`src/rtl/wheel_pulse_gen_pkg.sv`:
```
// Shared definitions for the code-wheel pulse generator:
// slot/period defaults, FSM encoding and tooth length split.
package wheel_pulse_gen_pkg;

  localparam int SLOTS_DEF      = 44;
  localparam int MIN_PERIOD_DEF = 4;

  localparam logic [2:0] ST_IDLE = 3'b001;
  localparam logic [2:0] ST_LOW  = 3'b010;
  localparam logic [2:0] ST_HIGH = 3'b100;

  typedef struct packed {
    logic [31:0] low;
    logic [31:0] high;
  } tooth_len_t;

  // Zero tooth is low-quarter / high-rest so the decoder sees a wide mark
  function automatic tooth_len_t tooth_lengths(
    input logic [31:0] p,
    input logic        is_zero
  );
    tooth_len_t t;
    if (is_zero) begin
      t.low  = p >> 2;
      t.high = p - (p >> 2);
    end else begin
      t.high = p >> 1;
      t.low  = p - (p >> 1);
    end
    return t;
  endfunction

endpackage

```
`src/rtl/wheel_pulse_gen_phase_timer.sv`:
```
// Loadable down-counter timing one LOW/HIGH phase.
// Clear beats hold, hold beats load; done while count is 0.
module phase_timer #(
  parameter int PW = 32
) (
  input  logic          clk,
  input  logic          rst_n,
  input  logic          clr,
  input  logic          hold,
  input  logic          load,
  input  logic [PW-1:0] load_val,
  output logic [PW-1:0] cnt,
  output logic          done
);

  logic [PW-1:0] cnt_q, cnt_d;

  always_comb begin
    cnt_d = cnt_q;
    if (clr) begin
      cnt_d = '0;
    end else if (hold) begin
      cnt_d = cnt_q;
    end else if (load) begin
      cnt_d = load_val;
    end else if (cnt_q != '0) begin
      cnt_d = cnt_q - PW'(1);
    end
  end

  always_ff @(posedge clk) begin
    if (!rst_n) begin
      cnt_q <= '0;
    end else begin
      cnt_q <= cnt_d;
    end
  end

  assign cnt  = cnt_q;
  assign done = (cnt_q == '0);

endmodule

```
`src/rtl/wheel_pulse_gen.sv`:
```
// Code-wheel feedback emulator: SLOTS teeth per turn,
// tooth 0 widened as zero marker, runtime period and stall.
module wheel_pulse_gen
  import wheel_pulse_gen_pkg::*;
#(
  parameter int SLOTS      = SLOTS_DEF,
  parameter int PW         = 32,
  parameter int MIN_PERIOD = MIN_PERIOD_DEF
) (
  input  logic          clk,
  input  logic          rst_n,
  input  logic          enable,
  input  logic [PW-1:0] period_in,
  input  logic          stall,
  output logic          pulse_sig,
  output logic          zero_mark,
  output logic [7:0]    slot_idx,
  output logic          rev_done,
  output logic          busy
);

  localparam logic [7:0]    LAST = 8'(SLOTS - 1);
  localparam logic [PW-1:0] PMIN = PW'(MIN_PERIOD);

  logic [2:0]    state_q, state_d;
  logic [7:0]    slot_q, slot_d;
  logic [PW-1:0] p_q, p_d;
  logic          pulse_q, pulse_d;
  logic          zero_q, zero_d;
  logic          rev_q, rev_d;

  logic [PW-1:0] p_in_c;
  logic [PW-1:0] cnt;
  logic [PW-1:0] tmr_val;
  logic          tmr_clr, tmr_hold, tmr_load, tmr_done;
  tooth_len_t    len_cur, len_nxt;

  always_comb begin
    p_in_c = (period_in < PMIN) ? PMIN : period_in;
  end

  always_comb begin
    state_d  = state_q;
    slot_d   = slot_q;
    p_d      = p_q;
    zero_d   = 1'b0;
    rev_d    = 1'b0;
    tmr_clr  = ~enable;
    tmr_hold = stall;
    tmr_load = 1'b0;
    tmr_val  = '0;
    len_cur  = tooth_lengths(32'(p_q), slot_q == 8'd0);
    len_nxt  = '0;
    if (!enable) begin
      state_d = ST_IDLE;
      slot_d  = '0;
    end else if (!stall) begin
      unique case (1'b1)
        state_q[0]: begin
          p_d      = p_in_c;
          slot_d   = '0;
          state_d  = ST_LOW;
          len_nxt  = tooth_lengths(32'(p_in_c), 1'b1);
          tmr_load = 1'b1;
          tmr_val  = PW'(len_nxt.low - 32'd1);
        end
        state_q[1]: begin
          if (tmr_done) begin
            state_d  = ST_HIGH;
            tmr_load = 1'b1;
            tmr_val  = PW'(len_cur.high - 32'd1);
            zero_d   = (slot_q == 8'd0);
          end
        end
        state_q[2]: begin
          if (tmr_done) begin
            slot_d   = (slot_q == LAST) ? 8'd0
                                        : slot_q + 8'd1;
            p_d      = p_in_c;
            state_d  = ST_LOW;
            len_nxt  = tooth_lengths(32'(p_in_c),
                                     slot_d == 8'd0);
            tmr_load = 1'b1;
            tmr_val  = PW'(len_nxt.low - 32'd1);
          end else begin
            // Count 1 now means the next cycle is the last HIGH one
            rev_d = (slot_q == LAST) && (cnt == PW'(1));
          end
        end
        default: ;
      endcase
    end
    pulse_d = state_d[2];
  end

  always_ff @(posedge clk) begin
    if (!rst_n) begin
      state_q <= ST_IDLE;
      slot_q  <= '0;
      p_q     <= '0;
      pulse_q <= 1'b0;
      zero_q  <= 1'b0;
      rev_q   <= 1'b0;
    end else begin
      state_q <= state_d;
      slot_q  <= slot_d;
      p_q     <= p_d;
      pulse_q <= pulse_d;
      zero_q  <= zero_d;
      rev_q   <= rev_d;
    end
  end

  phase_timer #(
    .PW(PW)
  ) u_timer (
    .clk      (clk),
    .rst_n    (rst_n),
    .clr      (tmr_clr),
    .hold     (tmr_hold),
    .load     (tmr_load),
    .load_val (tmr_val),
    .cnt      (cnt),
    .done     (tmr_done)
  );

  assign pulse_sig = pulse_q;
  assign zero_mark = zero_q;
  assign rev_done  = rev_q;
  assign slot_idx  = slot_q;
  assign busy      = ~state_q[0];

endmodule

```
`config.mk`:
```
export PLATFORM = sky130hd
export DESIGN_NAME = wheel_pulse_gen
export DESIGN_NICKNAME = d
export VERILOG_FILES = /design/src/rtl/wheel_pulse_gen_pkg.sv /design/src/rtl/wheel_pulse_gen_phase_timer.sv /design/src/rtl/wheel_pulse_gen.sv
export SDC_FILE = /design/constraint.sdc
export NUM_CORES = 1
export LEC_CHECK = 0
export ABC_AREA = 1
export CAP_MARGIN = 20
export CORE_ASPECT_RATIO = 1.4
export CORE_UTILIZATION = 55
export CTS_CLUSTER_SIZE = 10
export DETAILED_ROUTE_END_ITERATION = 6
export HOLD_SLACK_MARGIN = 0.1
export PLACE_DENSITY = 0.83
export SLEW_MARGIN = 30
export SYNTH_ARGS = -nofsm -noshare
export SYNTH_HDL_FRONTEND = slang
export SYNTH_HIERARCHICAL = 1
export SYNTH_SLANG_ARGS = --single-unit
```
`constraint.sdc`:
```
create_clock -name clk -period 9.9 [get_ports clk]
set_input_delay 1.98 -clock clk [delete_from_list [all_inputs] [get_ports clk]]
set_output_delay 1.98 -clock clk [all_outputs]
set_load 0.03 [all_outputs]
```
==> metrics.txt, run 1 <==
Reg2Reg Depth=27; Worst setup endpoint=u_timer/cnt[21]$_SDFFE_PP0P_; clock latency on the worst-skew pair=0.36 ns; maximum fanout along the worst path=8; hold buffer count at cts=0; synthesized netlist cell count=2807; Storage cell area=0.00154 mm²; dpl hpwl=46400 µm; Reg power frac=0.192; pwr dens=124 mW/mm²; Die Span Y=193 µm; WL/cell=18.0 µm; number of H-tree levels=3; DRT iter0 DRCs=1612; Fill cells=2770; Max VDD drop=0.0000702 V; CTS Buf Count=9; First-pass DRT Iterations=7; vias in the first global route=16.7k; placed cell areas=0.0149 mm²; cts repair resizes=0; clock share of power=0.175; syn_nets=2949; main flop type after synthesis=dfxtp_1; # setup viols final=0; largest net degree at the start of global routing=65; failing checks=design-rule violations; die area=0.0268 mm²; clk slew on worst S/H paths=0.07 ns; fin nets=2937; post-CTS repair timing setup buffer count=0; Port-buffer cells=47; r2r setup slk=4.46 ns; first-pass GRT wire length=87600 µm; core area=0.0256 mm²; DR vias/cell=5.72; fmax=153 MHz; worst reg2reg endpoint=u_timer/cnt[24]$_SDFFE_PP0P_; synthesis-to-finish area growth=5.88%; metal1 wirelength=20900 µm; Slowest-stage cell, CP=clkdlybuf4s50_1; Final Power=1.88 mW; grt total ovfl=0; Crit Path Class=in -> reg; crit path DAT=6.76 ns; clock buffer depth=2; Synth cell types=53; wirelength, routed=56200 µm; Net Sw Frac=0.544; CP max stage delay=0.49 ns; final non-filler cell area=0.0152 mm²; maxcap violations=0; Most common cell on crit path=nand2_1; LEAKAGE=8.23 nW; initial core utilization=0.562; area of the multi-input gates=0.0107 mm²; Setup TNS=0 ns; fraction of the cycle the final worst path needs=0.659; CP startpoint=period_in[30]; DRC errors left=20; Yosys reg bits=77; Synth warnings=6; Logic pwr share=0.633; unrepaired setup endpoints after global routing=false; DR vias=17.9k; row count=69; Post-synth EDFFs=0; Async S/R FF share, synth=0; status=finished with violations; Worst Tran Pin Value=0.860 ns; DIE WIDTH=139 µm; crit end category=flip-flop; FF-to-FF Start=slot_idx[0]$_SDFFE_PN0P_; Slew HR=0.426; antenna violations before repair=0; Ports=48; Hold WS=0.506 ns; routed wl met3=3740 µm; Cell Area, Synth=0.0144 mm²; Critical Path Stages=36; Worst EP required=10.13 ns; Antenna Cells=0; Worst setup SP type=input port; register area share after synthesis=0.107; Final Max Tran Viols=0; TritonCTS clock tree=yes; worst min path class=reg -> reg; root buffer cell=clkbuf_16; syn_area_per_cell=5.12 µm²; final worst path period need=6.53 ns; Placer Congestion=1.03; share of layout cells above drive strength 1=0.0425; Top delay family on crit path=simple AND/OR/NAND/NOR gates; Final ANT Viol Nets=0; Worst Skew=0.0107 ns; Int Power=858 µW; P_sw=1.02 mW; Global Route Usage Sum=0.424; Hold Vio Cnt, Final=0; DR WL met2=26400 µm; Max Used Layer=met4; Clock Sinks=77; CP bufs+invs=6
==> metrics by stage <==
step	std cells	setup slack (ns)	utilization
global placement	3103	3.26	0.584
finish	3119	3.37	0.595
floorplan	2807	4.54	-
global route	3119	2.96	0.595
detailed placement	3103	3.14	0.584
CTS	3119	3.52	0.595
==> cell families after synthesis <==
group,count (synthesis),synth area share
AOI/OAI and AO/OA,301,0.113
xor gates and xnor gates,29,0.0177
adders and majority gates,106,0.0934
buffers and inverters,543,0.149
DFF,77,0.107
and+or+nand+nor,1751,0.520
==> worst reg2reg max path, stage by stage, from the launching register on <==
cell	delay, ns
dfxtp_1	0.48
inv_1	0.14
ha_1	0.21
nand2_1	0.06
nor2_1	0.05
nand2_2	0.52
inv_2	0.56
or2_1	0.36
o21ai_0	0.17
ha_1	0.26
inv_1	0.08
nor2_1	0.15
nand3_1	0.14
nor2_2	0.26
nand3_1	0.19
nor2_1	0.20
nand4_1	0.16
nor2_1	0.31
nand3_1	0.11
nand3_1	0.15
nand3_1	0.09
nand2_1	0.08
inv_1	0.04
or2_2	0.29
nand3_1	0.08
nor2_1	0.05
nor2_1	0.08
nor2_1	0.04
==> routing by layer <==
| metal | GRT usage | up-vias |
|---|---|---|
| met4 | 0.375 | 0 |
| met1 | 0.455 | 8124 |
| met3 | 0.0452 | 220 |
| met2 | 0.752 | 762 |
| li1 | - | 8750 |
| met5 | 0 | - |
==> power groups by stage <==
stage          combinational (mW)  clock, mW  sequential, mW
6_report                     1.19      0.328           0.362
5_1_grt                      1.33      0.343           0.364
4_1_cts                      1.16      0.332           0.360
3_5_place_dp                 1.15          0           0.366
3_3_place_gp                 1.14          0           0.366
2_1_floorplan               0.856          0           0.354
==> cells in the final DEF (no fill, tap or decap), types with 6 or more instances in the layout <==
master and count:
nand4_1 49, nand3_2 6, nor4_1 8, inv_1 454
xor2_1 18, o21ai_0 115, dfxtp_1 77, and2_1 10
nand2_2 27, or2_2 6, clkdlybuf4s50_1 47, a21oi_1 124
o21ai_1 13, o21bai_1 11, a31oi_1 13, clkbuf_16 9
nor3_1 15, nor2_2 21, nand3b_1 7, nor2_4 11
inv_2 7, nand3_1 263, nor2_1 323, nand2_1 993
xnor2_1 11, buf_4 9, ha_1 104
==> cell usage after synthesis (6+ instances only) <==
master,count,share of area
ha_1,104,0.091
nor4_1,8,0.0035
buf_6,10,0.0078
and2_1,10,0.0044
a31oi_1,13,0.0057
xor2_1,18,0.011
nand3b_1,7,0.0037
xnor2_1,11,0.0067
dfxtp_1,77,0.11
nand2_1,993,0.26
nor2_4,10,0.0078
inv_1,454,0.12
o21ai_0,115,0.040
nor2_1,324,0.085
buf_2,13,0.0045
nand2_2,27,0.012
nand3_1,263,0.092
nand3_2,6,0.0042
clkbuf_1,52,0.014
nand4_1,49,0.021
nor2_2,21,0.0091
or2_2,6,0.0026
nor3_1,15,0.0052
inv_2,7,0.0018
a21oi_1,125,0.044
o21bai_1,11,0.0058
o21ai_1,13,0.0045
==> registers in the layout, summed over array words and instances (netlist names) <==
register	cells
p_q	32
rev_done	1
slot_idx	8
state_q	3
u_timer/cnt	32
zero_mark	1
==> worst min-delay path by stage <==
stage | startpoint | endpoint | slack (ns) | depth (start not counted)
6_report | u_timer/cnt[1]$_SDFFE_PP0P_ | u_timer/cnt[1]$_SDFFE_PP0P_ | 0.51 | 2
5_1_grt | u_timer/cnt[1]$_SDFFE_PP0P_ | u_timer/cnt[1]$_SDFFE_PP0P_ | 0.54 | 2
4_1_cts | u_timer/cnt[1]$_SDFFE_PP0P_ | u_timer/cnt[1]$_SDFFE_PP0P_ | 0.51 | 2
3_5_place_dp | u_timer/cnt[1]$_SDFFE_PP0P_ | u_timer/cnt[1]$_SDFFE_PP0P_ | 0.50 | 2
3_3_place_gp | u_timer/cnt[1]$_SDFFE_PP0P_ | u_timer/cnt[1]$_SDFFE_PP0P_ | 0.49 | 2
2_1_floorplan | u_timer/cnt[7]$_SDFFE_PP0P_ | u_timer/cnt[7]$_SDFFE_PP0P_ | 0.46 | 2
==> area by class of cell <==
cell class / count / share of cell area
Clock inverter: 7 / 0.00387
Inverter: 464 / 0.115
Sequential cell: 77 / 0.101
Clock buffer: 9 / 0.0148
Multi-Input combinational cell: 2187 / 0.704
Timing Repair Buffer: 56 / 0.0354
Tap cell: 319 / 0.0263
Power figures use the tool's default switching activity.
==> inputs of run 2 (changes only) <==
--- a/config.mk
+++ b/config.mk
@@ -12,7 +12,7 @@
 export CTS_CLUSTER_SIZE = 10
 export DETAILED_ROUTE_END_ITERATION = 6
 export HOLD_SLACK_MARGIN = 0.1
-export PLACE_DENSITY = 0.83
+export PLACE_DENSITY = 0.86
 export SLEW_MARGIN = 30
 export SYNTH_ARGS = -nofsm -noshare
 export SYNTH_HDL_FRONTEND = slang
==> constraint.sdc (replaced) <==
create_clock -name clk -period 5.6 [get_ports clk]
set_input_delay 1.12 -clock clk [delete_from_list [all_inputs] [get_ports clk]]
set_output_delay 1.12 -clock clk [all_outputs]
set_load 0.03 [all_outputs]
==> metrics.txt, run 2 (synthesis results as in run 1) <==
Clock Sinks=77; status=finished with violations; FF-to-FF Start=slot_idx[0]$_SDFFE_PN0P_; DRC errors left=5; Final Power=3.34 mW; clk slew on worst S/H paths=0.07 ns; failing checks=design-rule violations; initial core utilization=0.562; first-pass GRT wire length=83600 µm; Worst setup SP type=input port; Global Route Usage Sum=0.398; largest net degree at the start of global routing=47; First-pass DRT Iterations=7; Most common cell on crit path=nand2_1; Worst Tran Pin Value=0.869 ns; Ports=48; share of layout cells above drive strength 1=0.0685; grt total ovfl=0; final non-filler cell area=0.0158 mm²; Slowest-stage cell, CP=clkdlybuf4s50_1; Placer Congestion=1.12; Setup TNS=0 ns; Hold WS=0.512 ns; unrepaired setup endpoints after global routing=false; Top delay family on crit path=simple AND/OR/NAND/NOR gates; Max VDD drop=0.000163 V; antenna violations before repair=0; CTS Buf Count=9; Slew HR=0.419; synthesis-to-finish area growth=9.99%; most frequent cells in the layout=nand2_1, inv_1, nor2_1, nand3_1, a21oi_1; worst min path class=reg -> reg; pwr dens=212 mW/mm²; vias in the first global route=16.9k; Die Span Y=193 µm; DRT iter0 DRCs=1762; root buffer cell=clkbuf_16; Worst EP required=5.91 ns; final worst slack=0.406 ns; fmax=193 MHz; dpl hpwl=43200 µm; Final Max Tran Viols=0; DR vias/cell=5.62; core area=0.0256 mm²; Hold Path Origin=u_timer/cnt[1]$_SDFFE_PP0P_; CP bufs+invs=7; fin nets=3011; TritonCTS clock tree=yes; maxcap violations=0; DR vias=17.9k; Hold Vio Cnt, Final=0; die area=0.0268 mm²; clock latency on the worst-skew pair=0.37 ns; Fill cells=2678; wirelength, routed=52600 µm; fraction of the cycle the final worst path needs=0.928; # setup viols final=0; hold buffer count at cts=0; Final ANT Viol Nets=0; crit end category=flip-flop; final worst path period need=5.19 ns; crit path DAT=5.51 ns; CP max stage delay=0.43 ns; clock buffer depth=2; Worst Skew=0.0117 ns; number of H-tree levels=3; row count=69; Port-buffer cells=47; placed cell areas=0.0155 mm²; commonest non-fill, non-tap cell in the layout=nand2_1; Setup WS pre-CTS=0.0163 ns; DIE WIDTH=139 µm; Antenna Cells=0; CP startpoint=period_in[30]; post-CTS repair timing setup buffer count=0; maximum fanout along the worst path=6; WL/cell=16.5 µm; Crit Path Class=in -> reg; LEAKAGE=8.60 nW
run 2: path summary, 6_finish.rpt:
| path | endpoint | slack [ns] | depth (start not counted) |
|---|---|---|---|
| worst min register to register | u_timer/cnt[1]$_SDFFE_PP0P_ | 0.51 | 2 |
| worst max register to register | u_timer/cnt[24]$_SDFFE_PP0P_ | 1.04 | 27 |
| worst min-delay path | u_timer/cnt[1]$_SDFFE_PP0P_ | 0.51 | 2 |
| worst max-delay path | u_timer/cnt[20]$_SDFFE_PP0P_ | 0.41 | 37 |
run 2: per-layer routing:
layer  vias to the layer above  global-route usage  share of wire
li1                       8906                   -              -
met1                      7936               0.450           0.38
met2                       859               0.680           0.46
met3                       239              0.0474          0.077
met4                         0               0.332          0.085
met5                         -                   0              0
run 2: cell type report:
class	instances	area (µm²)	area share
multi-input combinational	2187	10700	0.678
inverter	464	1740	0.110
sequential	77	1540	0.0976
timing repair buffer	130	1110	0.0705
tap	319	399	0.0253
clock buffer	9	225	0.0143
clock inverter	7	63.8	0.00404
run 2: through the flow:
step | util | cells
2_1_floorplan | - | 2807
3_3_place_gp | 0.605 | 3176
3_5_place_dp | 0.606 | 3177
4_1_cts | 0.618 | 3193
5_1_grt | 0.618 | 3193
6_report | 0.618 | 3193
run 2: report_power, final:
group | switching (mW) | internal, mW
Clock | 0.291 | 0.311
Combinational | 1.44 | 0.663
Sequential | 0.0509 | 0.583
run 2: worst reg2reg max path, stage by stage, from the launching register on:
cell	delay (ns)
dfxtp_1	0.46
inv_1	0.13
ha_1	0.22
nand2_1	0.06
nor2_1	0.05
nand2_2	0.39
inv_2	0.08
or2_1	0.21
o21ai_0	0.19
ha_1	0.26
inv_1	0.08
nor2_1	0.13
nand3_1	0.12
nor2_2	0.24
nand3_1	0.18
nor2_1	0.19
nand4_1	0.18
nor2_1	0.28
nand3_1	0.11
nand3_1	0.13
nand3_1	0.08
nand2_1	0.06
inv_1	0.05
or2_2	0.29
nand3_1	0.08
nor2_1	0.05
nor2_1	0.08
nor2_1	0.05
run 2: what timing repair did:
item                                    CTS  global route
resized for setup                         0             5
endpoints found under the setup margin    0            14
hold endpoints to repair                  0             0
==> inputs of run 3 (changes only) <==
--- a/config.mk
+++ b/config.mk
@@ -13,7 +13,6 @@
 export DETAILED_ROUTE_END_ITERATION = 6
 export HOLD_SLACK_MARGIN = 0.1
 export PLACE_DENSITY = 0.86
-export SLEW_MARGIN = 30
 export SYNTH_ARGS = -nofsm -noshare
 export SYNTH_HDL_FRONTEND = slang
 export SYNTH_HIERARCHICAL = 1
==> metrics.txt, run 3 (synthesis results as in run 1) <==
Worst Tran Pin Value=1.16 ns; WL/cell=16.6 µm; Cells after DPL=3177; Clock Sinks=77; Hold Vio Cnt, Final=0; maximum fanout along the worst path=4; number of H-tree levels=3; Final Power=3.35 mW; DR vias=18.1k; Slew HR=0.224; fin util=0.618; vias in the first global route=16.8k; Hold Path End=u_timer/cnt[7]$_SDFFE_PP0P_; Port-buffer cells=47; Worst EP required=5.87 ns; unrepaired setup endpoints after global routing=false; grt total ovfl=0; CP startpoint=period_in[28]; root buffer cell=clkbuf_16; CP max stage delay=0.43 ns; fin nets=3012; Placer Congestion=1.12; clk slew on worst S/H paths=0.07 ns; TritonCTS clock tree=yes; worst reg2reg endpoint=u_timer/cnt[12]$_SDFFE_PP0P_; core area=0.0256 mm²; largest net degree at the start of global routing=65; DRT iter0 DRCs=1818; Most common cell on crit path=nand2_1; Die Span Y=193 µm; r2r setup slk=1.07 ns; non-filler cells, final=3194; initial core utilization=0.562; status=finished with violations; Setup TNS=0 ns; most frequent cells in the layout=nand2_1, inv_1, nor2_1, nand3_1, a21oi_1; maxcap violations=0; Slowest-stage cell, CP=nor2_1; share of layout cells above drive strength 1=0.0685; DR vias/cell=5.66; first-pass GRT wire length=83600 µm; crit end category=flip-flop; DIE WIDTH=139 µm; fraction of the cycle the final worst path needs=0.938; LEAKAGE=8.60 nW; pwr dens=212 mW/mm²; wirelength, routed=53200 µm; Hold Path Origin=u_timer/cnt[7]$_SDFFE_PP0P_; DRC errors left=8; final worst path period need=5.25 ns; crit path DAT=5.52 ns; Global Route Usage Sum=0.399; WHS Path Cells=2; Reg2Reg Depth=21; CTS Buf Count=9; commonest non-fill, non-tap cell in the layout=nand2_1; Final ANT Viol Nets=0; antenna violations before repair=1; Crit Path Class=in -> reg; row count=69; final worst slack=0.349 ns; FF-to-FF Start=slot_idx[0]$_SDFFE_PN0P_; Ports=48; clock latency on the worst-skew pair=0.37 ns; Worst setup SP type=input port; clock buffer depth=2; Max VDD drop=0.000194 V; Worst Skew=0.0123 ns; die area=0.0268 mm²; synthesis-to-finish area growth=10.1%; worst min path class=reg -> reg; # setup viols final=0; Setup WS pre-CTS=0.0462 ns; failing checks=design-rule violations; First-pass DRT Iterations=7; dpl hpwl=43200 µm; fmax=190 MHz; Antenna Cells=0; Final Max Tran Viols=0
-- run 3: repair_timing --
action / 4_1_cts / 5_1_grt
setup endpoints to repair: 0 / 15
hold buffers: 0 / 0
resized for setup: 0 / 6
buffers inserted: 0 / 0
-- run 3: power by group --
group	internal, mW	switching [mW]	total [mW]	leakage, nW
Sequential	0.583	0.0501	0.633	0.629
Combinational	0.663	1.45	2.11	7.83
Clock	0.312	0.292	0.604	0.137
Total	1.56	1.79	3.35	8.60
-- run 3: worst max-delay path, delay by kind of cell --
family / cells / cell delay, ns
adder cells (fa/ha/maj): 2 / 0.55
XOR/XNOR: 1 / 0.13
AO/OA/AOI/OAI: 3 / 0.32
buffers and inverters: 6 / 0.88
AND/OR/NAND/NOR: 20 / 2.53
-- run 3: worst max path at each step --
stage | end | slack, ns
2_1_floorplan | u_timer/cnt[21]$_SDFFE_PP0P_ | 1.10
3_3_place_gp | u_timer/cnt[21]$_SDFFE_PP0P_ | 0.13
3_5_place_dp | u_timer/cnt[21]$_SDFFE_PP0P_ | 0.05
4_1_cts | u_timer/cnt[29]$_SDFFE_PP0P_ | 0.43
5_1_grt | u_timer/cnt[29]$_SDFFE_PP0P_ | 0.01
6_report | u_timer/cnt[12]$_SDFFE_PP0P_ | 0.35
-- run 3: area by class of cell --
cell class,count,area (µm²)
Tap cell,319,399
Timing Repair Buffer,131,1110
Fill cell,2680,9750
Clock inverter,7,63.8
Clock buffer,9,225
Sequential cell,77,1540
Inverter,464,1740
Multi-Input combinational cell,2187,10700
-- run 3: metal layers --
| metal | global-route usage | wire [µm] | part of all wire | up-vias |
|---|---|---|---|---|
| met5 | 0 | 13 | 0.00024 | - |
| met4 | 0.323 | 4340 | 0.082 | 2 |
| met3 | 0.0516 | 4520 | 0.085 | 241 |
| met2 | 0.685 | 24200 | 0.46 | 931 |
| met1 | 0.451 | 20100 | 0.38 | 8001 |
| li1 | - | - | - | 8896 |
-- run 3: metrics by stage --
stage / area [µm²] / hold WS (ns)
floorplan: 14400 / 0.464
global placement: 15500 / 0.484
detailed placement: 15500 / 0.500
CTS: 15800 / 0.510
global route: 15800 / 0.535
finish: 15800 / 0.511
